<file path="config.mk">
export PLATFORM = sky130hd
export DESIGN_NAME = doom_camera_heading
export DESIGN_NICKNAME = d
export VERILOG_FILES = /design/src/rtl/doom_camera_heading.sv
export SDC_FILE = /design/constraint.sdc
export NUM_CORES = 1
export LEC_CHECK = 0
export BUFFER_PORTS_ARGS = -buffer_cell sky130_fd_sc_hd__buf_2
export CORE_MARGIN = 2
export CORE_UTILIZATION = 43
export DETAILED_ROUTE_END_ITERATION = 6
export GPL_ROUTABILITY_DRIVEN = 0
export GPL_TIMING_DRIVEN = 1
export PLACE_DENSITY = 0.74
export SLEW_MARGIN = 30
export SYNTH_ARGS = -nofsm -noshare
export SYNTH_HDL_FRONTEND = slang
export SYNTH_SLANG_ARGS = --single-unit
</file>
<file path="constraint.sdc">
create_clock -name ClkPort -period 4.7 [get_ports ClkPort]
set_input_delay 0.94 -clock ClkPort [delete_from_list [all_inputs] [get_ports ClkPort]]
set_output_delay 0.94 -clock ClkPort [all_outputs]
set_load 0.02 [all_outputs]
</file>
<file path="src/rtl/doom_camera_heading.sv">
// Camera-heading controller: button edges become timed one-step turns over NUM_VIEWS headings,
// with a one-deep request buffer and recentre. Define CAMERA_WRAP_EN for circular heading arithmetic.
module doom_camera_heading #(
  parameter int NUM_VIEWS   = 8,
  parameter int TURN_CYCLES = 4,
  parameter int HOME_VIEW   = 0,
  localparam int HW = $clog2(NUM_VIEWS),
  localparam int CW = $clog2(TURN_CYCLES + 1)
) (
  input  logic                 ClkPort,
  input  logic                 Reset,
  input  logic                 BtnL,
  input  logic                 BtnR,
  input  logic                 BtnU,
  output logic [NUM_VIEWS-1:0] camera_view,
  output logic [HW-1:0]        heading,
  output logic                 turning,
  output logic                 turn_dir,
  output logic [CW-1:0]        turn_phase
);

  localparam logic [HW-1:0] HOME_H  = HW'(HOME_VIEW);
  localparam logic [HW-1:0] LAST_H  = HW'(NUM_VIEWS - 1);
  localparam logic [CW-1:0] LAST_PH = CW'(TURN_CYCLES - 1);

  typedef enum logic {IDLE, TURN} state_t;

  state_t        state;
  logic          l_prev, r_prev, u_prev;
  logic          l_edge, r_edge, u_edge, one_edge;
  logic          pend_vld, pend_dir, rc_flag;
  logic [HW-1:0] next_h;

  function automatic logic [HW-1:0] step(input logic [HW-1:0] h, input logic dir);
    logic [HW-1:0] r;
`ifdef CAMERA_WRAP_EN
    if (dir) r = (h == LAST_H) ? '0 : h + HW'(1);
    else     r = (h == '0) ? LAST_H : h - HW'(1);
`else
    if (dir) r = (h == LAST_H) ? h : h + HW'(1);
    else     r = (h == '0) ? h : h - HW'(1);
`endif
    return r;
  endfunction

  // A step that saturates in place is a move past a limit.
  function automatic logic can_move(input logic [HW-1:0] h, input logic dir);
    return step(h, dir) != h;
  endfunction

  function automatic logic [NUM_VIEWS-1:0] one_hot(input logic [HW-1:0] h);
    return NUM_VIEWS'(1) << h;
  endfunction

  // Direction of the next recentre step; a half-circle tie goes right.
  function automatic logic rc_dir(input logic [HW-1:0] h);
`ifdef CAMERA_WRAP_EN
    int dist_r;
    dist_r = (HOME_VIEW - int'(h) + NUM_VIEWS) % NUM_VIEWS;
    return dist_r <= NUM_VIEWS / 2;
`else
    return h < HOME_H;
`endif
  endfunction

  assign l_edge   = BtnL & ~l_prev;
  assign r_edge   = BtnR & ~r_prev;
  assign u_edge   = BtnU & ~u_prev;
  assign one_edge = l_edge ^ r_edge;
  assign next_h   = step(heading, turn_dir);

  always_ff @(posedge ClkPort or negedge Reset) begin
    if (!Reset) begin
      state       <= IDLE;
      l_prev      <= 1'b0;
      r_prev      <= 1'b0;
      u_prev      <= 1'b0;
      pend_vld    <= 1'b0;
      pend_dir    <= 1'b0;
      rc_flag     <= 1'b0;
      heading     <= HOME_H;
      camera_view <= one_hot(HOME_H);
      turning     <= 1'b0;
      turn_dir    <= 1'b0;
      turn_phase  <= '0;
    end else begin
      l_prev <= BtnL;
      r_prev <= BtnR;
      u_prev <= BtnU;
      case (state)
        IDLE: begin
          if (one_edge) begin
            rc_flag <= 1'b0;
            if (can_move(heading, r_edge)) begin
              state      <= TURN;
              turning    <= 1'b1;
              turn_dir   <= r_edge;
              turn_phase <= '0;
            end
          end else if ((rc_flag || u_edge) && heading != HOME_H) begin
            rc_flag    <= 1'b1;
            state      <= TURN;
            turning    <= 1'b1;
            turn_dir   <= rc_dir(heading);
            turn_phase <= '0;
          end else begin
            rc_flag <= 1'b0;
          end
        end
        TURN: begin
          if (turn_phase != LAST_PH) begin
            turn_phase <= turn_phase + CW'(1);
            // Buffered requests are judged against the heading this turn lands on.
            if (one_edge) begin
              rc_flag <= 1'b0;
              if (can_move(next_h, r_edge)) begin
                pend_vld <= 1'b1;
                pend_dir <= r_edge;
              end
            end else if (u_edge) begin
              rc_flag <= 1'b1;
            end
          end else begin
            heading     <= next_h;
            camera_view <= one_hot(next_h);
            turn_phase  <= '0;
            pend_vld    <= 1'b0;
            if (one_edge && can_move(next_h, r_edge)) begin
              rc_flag  <= 1'b0;
              turn_dir <= r_edge;
            end else if (pend_vld) begin
              if (one_edge)    rc_flag <= 1'b0;
              else if (u_edge) rc_flag <= 1'b1;
              turn_dir <= pend_dir;
            end else if (!one_edge && (rc_flag || u_edge) && next_h != HOME_H) begin
              rc_flag  <= 1'b1;
              turn_dir <= rc_dir(next_h);
            end else begin
              rc_flag <= 1'b0;
              state   <= IDLE;
              turning <= 1'b0;
            end
          end
        end
        default: state <= IDLE;
      endcase
    end
  end

endmodule

</file>
==> results of run 1 <==
-- kinds of logic after synthesis --
logic type,Yosys count
XOR/XNOR,2
buffers and inverters,12
AND/OR/NAND/NOR,37
flip-flops,23
adder cells (fa/ha/maj),6
multiplexers,3
AO/OA/AOI/OAI,35
-- layout make-up --
class,instances,share of cell area
clock buffer,4,0.0191
timing repair buffer,20,0.0727
tap,31,0.0282
inverter,8,0.0218
multi-input combinational,83,0.439
sequential,23,0.419
-- synthesized netlist by cell type, types with 3 or more instances --
cell type	instances	area share
nand2b_1	5	0.026
inv_1	8	0.024
nor2_1	3	0.0092
o41ai_1	4	0.029
dfrtp_1	22	0.45
nand2_1	17	0.052
ha_1	6	0.061
o21ai_0	8	0.033
clkbuf_1	4	0.012
-- state kept, by name, indices dropped and copies added (netlist names) --
| name | flops |
|---|---|
| camera_view | 8 |
| heading | 3 |
| pend_vld | 1 |
| u_prev | 1 |
| pend_dir | 1 |
| state | 1 |
| turning | 1 |
| turn_phase | 3 |
| rc_flag | 1 |
| l_prev | 1 |
| turn_dir | 1 |
| r_prev | 1 |
-- critical path: stages --
cell and delay, ns:
buf_2 0.11, nand2b_1 0.11, inv_1 0.14, ha_1 0.45
o21ai_0 0.24, a21boi_0 0.27, nand2_1 0.16, o2111ai_1 0.15
o211ai_2 0.13, mux2i_1 0.13
-- per-layer routing --
layer | routed length [um] | global-route usage
met3 | 69 | 0.0136
met4 | 56 | 0.0897
met2 | 1150 | 0.261
met1 | 1080 | 0.211
met5 | 0 | 0
-- power breakdown --
group	switching [uW]	total [uW]	internal [uW]	leakage [uW]
sequential	66.5	336	270	0.000286
clock	60.4	93.6	33.3	0.0000150
combinational	397	622	225	0.000361
-- worst max path at each step --
stage,endpoint,slack (ns),cells past startpoint,from
after floorplan,turn_dir$_DFFE_PN0P_,2.00,10,BtnR
after global placement,turn_dir$_DFFE_PN0P_,1.88,10,BtnR
after detailed placement,turn_dir$_DFFE_PN0P_,1.76,10,BtnR
after CTS,turn_dir$_DFFE_PN0P_,2.11,10,BtnR
after global routing,turn_dir$_DFFE_PN0P_,1.84,10,BtnR
final,turn_dir$_DFFE_PN0P_,2.08,10,BtnR
-- through the flow --
stage	worst slack (ns)	cells	util
2_1_floorplan	2.00	118	-
3_3_place_gp	1.88	165	0.494
3_5_place_dp	1.76	165	0.494
4_1_cts	2.11	169	0.503
5_1_grt	1.84	169	0.503
6_report	2.08	169	0.503
==> impl_results.md, run 1 <==
- Most common cell after layout, fill and taps aside: dfrtp_1
- Syn Area/Cell: between 10 and 15 um2
- Slew Limit Fails: 0
- Area Overhead vs Synth: 12.2%
- Layout Nets: 150
- R2r endpoint: turn_dir$_DFFE_PN0P_
- CP Max Fanout: 10
- CTS tree: done
- Worst Hold End: camera_view[3]$_DFFE_PN0P_
- Post-synthesis sequential area ratio: 0.470
- Register area: ~580 um2
- Syn Nets: ~130
- Post_cts resized: 0
- Fillcell total: 251
- Postcts setup bufs: 0
- Ys async rst share: 1.00
- Post-route ant nets: 0
- Drt first pass iters: 4
- WHS: about 0.49 ns
- R2R Setup Slk: approximately 2.1 ns
- Min-delay src: camera_view[3]$_DFFE_PN0P_
- Layout cells sized above 1: 0.268
- N_diodes: 0
- Hold Violations, Final: 0
- Maximum vdd drop: about 460 uV
- Max-Cap Viols: 0
- Drt initial violations: 20
- Worst min path class: flip-flop to flip-flop
- Setup TNS Final: 0 ns
- Fin crit share: 0.558
- Clk sink count: 23
- Final instance area: between 1000 and 1500 um2
- All-Layer GR Usage: 0.161
- Avg WL per Cell: ~14 um
- Clock root buffer: clkbuf_4
- I/O Buffers: 20
- Syn Inst Count: 118
- Yosys warns: 0
- Number of synthesized flops with an enable pin: 0
- Largest net degree at the start of global routing: 24
- Fmax: 0.381 GHz
- Synth unique cells: 42
- Mux share of post-synthesis cell area: 0.0265
- Cell Area, Synth: roughly 1200 um2
- Synth Area in Compound Gates: 0.223
- Routed wire length: between 2 and 2.5 mm
- Hpwl dp: 1.79 mm
- Area of the multi-input gates: 604 um2
- Setup violators final: 0
- Rel. slew slack: 0.625
- Clk Latency, worst-skew pair: about 0.32 ns
- Initial antenna violation count: 0
- Main flop type after synthesis: dfrtp_1
- Largest family of logic cells by synthesized area: compound AO/OA/AOI/OAI gates
- CP Class: input pin to flip-flop
- Vias in the first global route: ~920
- Clock transition at path regs: between 0.1 and 0.15 ns
- Startpoint types: input pin
- Clk buf depth: 2
- Power per standard cell area: between 700 and 800 nW/um2
- Total gr overflow: 0
- Worst flop-to-flop path startpoint: heading[0]$_DFFE_PN0P_
- TritonCTS Buffers: 3
- Endpoint class of the critical path: flip-flop
- Ports: 21
- Tmin final: about 2.6 ns
- Simple logic cell fraction of the synthesized area: 0.161
- Routed vias/inst: slightly below 6
- Die Span X: 57.4 um
- CTS Hold Bufs: 0
- Initial core utilization: 0.449
- Rows: 19
- Hold path depth: 2
- Worst slew pin tran: 0.563 ns
- Leak: around 0.00066 uW
- Yosys reg bits: 23
- Die Height: 57.4 um
- Placed cell areas: between 1000 and 1500 um2
- Via count: a little under 1000
- H-Tree Level Count: 1
- Critical Path RT: around 4.9 ns
- Run status: completed
- Clock Skew: between 0.002 and 0.0025 ns
- DRC viols: 0
- WP data arrival: approximately 2.8 ns
- RSZ-0062 raised after global routing: no
- FF-to-FF path depth: 9
- Commonest cells after routing, fill and taps aside: dfrtp_1, buf_2, nand2_1
- Synth Area in Adders: 0.0612
- DIE AREA: 3290 um2
- Core ar.: approximately 2700 um2
- First-pass GRT wire length: approximately 4.1 mm
- XOR/XNOR Fraction of Synth Area: 0.0204
- Overall power: between 1000 and 1500 uW
Power figures use the tool's default switching activity.
==> run 2, diff against run 1 <==
--- a/config.mk
+++ b/config.mk
@@ -5,6 +5,7 @@
 export SDC_FILE = /design/constraint.sdc
 export NUM_CORES = 1
 export LEC_CHECK = 0
+export ABC_AREA = 1
 export BUFFER_PORTS_ARGS = -buffer_cell sky130_fd_sc_hd__buf_2
 export CORE_MARGIN = 2
 export CORE_UTILIZATION = 43
==> constraint.sdc (replaced) <==
create_clock -name ClkPort -period 2.6 [get_ports ClkPort]
set_input_delay 0.52 -clock ClkPort [delete_from_list [all_inputs] [get_ports ClkPort]]
set_output_delay 0.52 -clock ClkPort [all_outputs]
set_load 0.02 [all_outputs]
==> run 2 against run 1 <==
Effect of this change:
- final cell count up 30%
- global-route usage up 1.9 points
- critical path depth up 3
- via count up 14%
- cell area up 3.7%
- setup slack worse by 1.5 ns
- power up 72%
- register-to-register slack worse by 1.5 ns
- synthesized area up 3.7%
- die area up 3.4%
- clock power up 83%
==> impl_results.md, run 2 <==
- Commonest cells after routing, fill and taps aside: nand2_1, dfrtp_1, buf_2
- NetSw: just over 900 uW
- Setup WS pre-CTS: about 0.54 ns
- Core ar.: roughly 2800 um2
- Max incr delay on CP: around 0.47 ns
- Initial core utilization: 0.457
- Die Span X: a little under 60 um
- Register area: just under 600 um2
- Post-route ant nets: 0
- DIE AREA: approximately 3400 um2
- Clk sink count: 23
- CP max stage cell: dfrtp_1
- Area of the multi-input gates: 606 um2
- Routed vias/inst: between 5 and 6
- Worst slew pin tran: 0.524 ns
- Ys async rst share: 1.00
- All-Layer GR Usage: 0.180
- Reg power frac: 0.332
- Rel. slew slack: 0.651
- Endpoint class of the critical path: flip-flop
- DRC viols: 0
- Kind of cell adding the most delay to the critical path: simple AND/OR/NAND/NOR gates
- FF-to-FF path depth: 13
- Top reg by flops: camera_view
- Fmax: approximately 0.50 GHz
- Clock root buffer: clkbuf_4
- Yosys warns: 0
- Hold Violations, Final: 0
- Routed wire length: around 2.6 mm
- Combinational cell fraction of total power: 0.573
- Tmin final: about 2 ns
- RSZ-0062 raised after global routing: no
- Die Height: between 50 and 60 um
- Largest net degree at the start of global routing: 24
- Buf/Inv on CP: 2
- Postcts setup bufs: 0
- Rows: 19
- Ports: 21
- Fillcell total: between 200 and 300
- Slew Limit Fails: 0
- Syn Nets: ~180
- Maximum vdd drop: slightly above 700 uV
- N_diodes: 0
- Synth area leader: dfrtp_1
- TritonCTS Buffers: 3
- Synth top area share: 0.433
- CP Class: flip-flop to flip-flop
- Initial antenna violation count: 0
- Yosys reg bits: 23
- Vias in the first global route: around 1100
- Cell Area, Synth: 1270 um2
- Drt initial violations: 37
- Dpl cells: between 200 and 250
- CTS Hold Bufs: 0
- Worst Slack Setup Final: around 0.61 ns
- Power per standard cell area: approximately 1300 nW/um2
- Most frequent cell on the critical path: nand2_1
- Leak: between 0.0007 and 0.0008 uW
- Internal power: 878 uW
- Worst flop-to-flop path startpoint: heading[0]$_DFFE_PN0P_
- CTS tree: done
- Run status: completed
- CP Max Fanout: 7
- Total gr overflow: 0
- Hpwl dp: 2.02 mm
- Most common cell after layout, fill and taps aside: nand2_1
- Non-Filler Instances: 220
- Syn Inst Count: 167
- Clock Skew: around 0.0051 ns
- Syn Area/Cell: 7.61 um2
- Max-Cap Viols: 0
- R2r endpoint: pend_dir$_DFFE_PN0P_
- Fin crit share: 0.766
- I/O Buffers: 20
- Post-synthesis sequential area ratio: 0.454
- Max reg flops: 8
- Drt first pass iters: 4
- Clk Latency, worst-skew pair: approximately 0.32 ns
- Cells along the critical path: inv_1 > ha_1 > inv_1 > nor2_1 > nand2_1 > nand3_1 > nand2_2 > nand4_1 > nand3_2 > nor2_2 > nand2_1 > nand2_1 > o21ai_1
- Clock transition at path regs: approximately 0.13 ns
- Clk buf depth: 2
- Largest cells by area after synthesis: dfrtp_1, nand2_1, ha_1
- Setup TNS Final: 0 ns
- Synth unique cells: 25
- WP data arrival: ~2.2 ns
- Largest registers: camera_view x8, heading x3, turn_phase x3
- Area Overhead vs Synth: 12.3%
- Top-count cell post-synth: nand2_1
- Via count: around 1100
- Worst min path class: input pin to async pin
- Layout Nets: approximately 200
- H-Tree Level Count: 1
- Clock share of power: 0.095
- Number of synthesized flops with an enable pin: 0
- R2R Setup Slk: a little over 0.6 ns
- Avg WL per Cell: between 10 and 15 um
- Layout cells sized above 1: 0.196
- Setup violators final: 0
- Main flop type after synthesis: dfrtp_1
- Critical Path RT: roughly 2.8 ns
- Post_cts resized: 0
- Startpoint types: flip-flop
- First-pass GRT wire length: 4.69 mm
- Post-synth top cells: nand2_1, dfrtp_1, inv_1
- Sw Ratio: 0.513
## run 2: worst max path at each step
stage / startpoint / to / slack (ns) / cells past startpoint
2_1_floorplan: heading[0]$_DFFE_PN0P_ / turn_dir$_DFFE_PN0P_ / 0.73 / 14
3_3_place_gp: BtnR / turn_dir$_DFFE_PN0P_ / 0.55 / 12
3_5_place_dp: BtnR / turn_dir$_DFFE_PN0P_ / 0.54 / 12
4_1_cts: heading[0]$_DFFE_PN0P_ / turning$_DFFE_PN0P_ / 0.62 / 13
5_1_grt: heading[0]$_DFFE_PN0P_ / pend_dir$_DFFE_PN0P_ / 0.29 / 13
6_report: heading[0]$_DFFE_PN0P_ / pend_dir$_DFFE_PN0P_ / 0.61 / 13
## run 2: metal layers
metal,part of all wire,vias to the layer above,GRT usage
li1,-,573,-
met1,0.46,506,0.251
met2,0.47,29,0.286
met3,0.051,4,0.0264
met4,0.016,0,0.0631
met5,0,-,0
## run 2: final cells by class
cell class,instances,area share
multi-input cells,121,0.424
flip-flops and latches,23,0.404
repair buffers,20,0.0701
inverters,21,0.0552
well taps,31,0.0272
clock buffers,3,0.0158
clock inverters,1,0.00351
## run 2: logic make-up (layout without fill, tap and decap cells)
group / count (synthesis) / in the layout / share of synthesized area
buffers and inverters: 23 / 45 / 0.0699
flip-flops: 23 / 23 / 0.454
AO/OA/AOI/OAI: 21 / 21 / 0.0935
AND/OR/NAND/NOR: 94 / 94 / 0.324
adder cells (fa/ha/maj): 6 / 6 / 0.0591
## run 2: metrics by stage
| step | utilization | hold slack, ns | cell area [um2] | power (uW) |
|---|---|---|---|---|
| 2_1_floorplan | - | 0.224 | 1270 | 1370 |
| 4_1_cts | 0.513 | 0.162 | 1430 | 1820 |
| 3_3_place_gp | 0.503 | 0.460 | 1400 | 1610 |
| 6_report | 0.513 | 0.152 | 1430 | 1810 |
| 5_1_grt | 0.513 | 0.196 | 1430 | 2010 |
| 3_5_place_dp | 0.503 | 0.470 | 1400 | 1640 |
## run 2: power by group through the flow
stage	clock network, uW	registers (uW)	logic (uW)
final	171	599	1030
after global placement	0	597	1010
after floorplan	0	701	667
after detailed placement	0	608	1040
after CTS	178	602	1040
after global routing	189	626	1190
## run 2: worst reg2reg max path: stages (launching register included)
cell	delay, ns
dfrtp_1	0.47
inv_1	0.16
ha_1	0.25
inv_1	0.05
nor2_1	0.15
nand2_1	0.10
nand3_1	0.09
nand2_2	0.09
nand4_1	0.11
nand3_2	0.11
nor2_2	0.12
nand2_1	0.07
nand2_1	0.05
o21ai_1	0.05
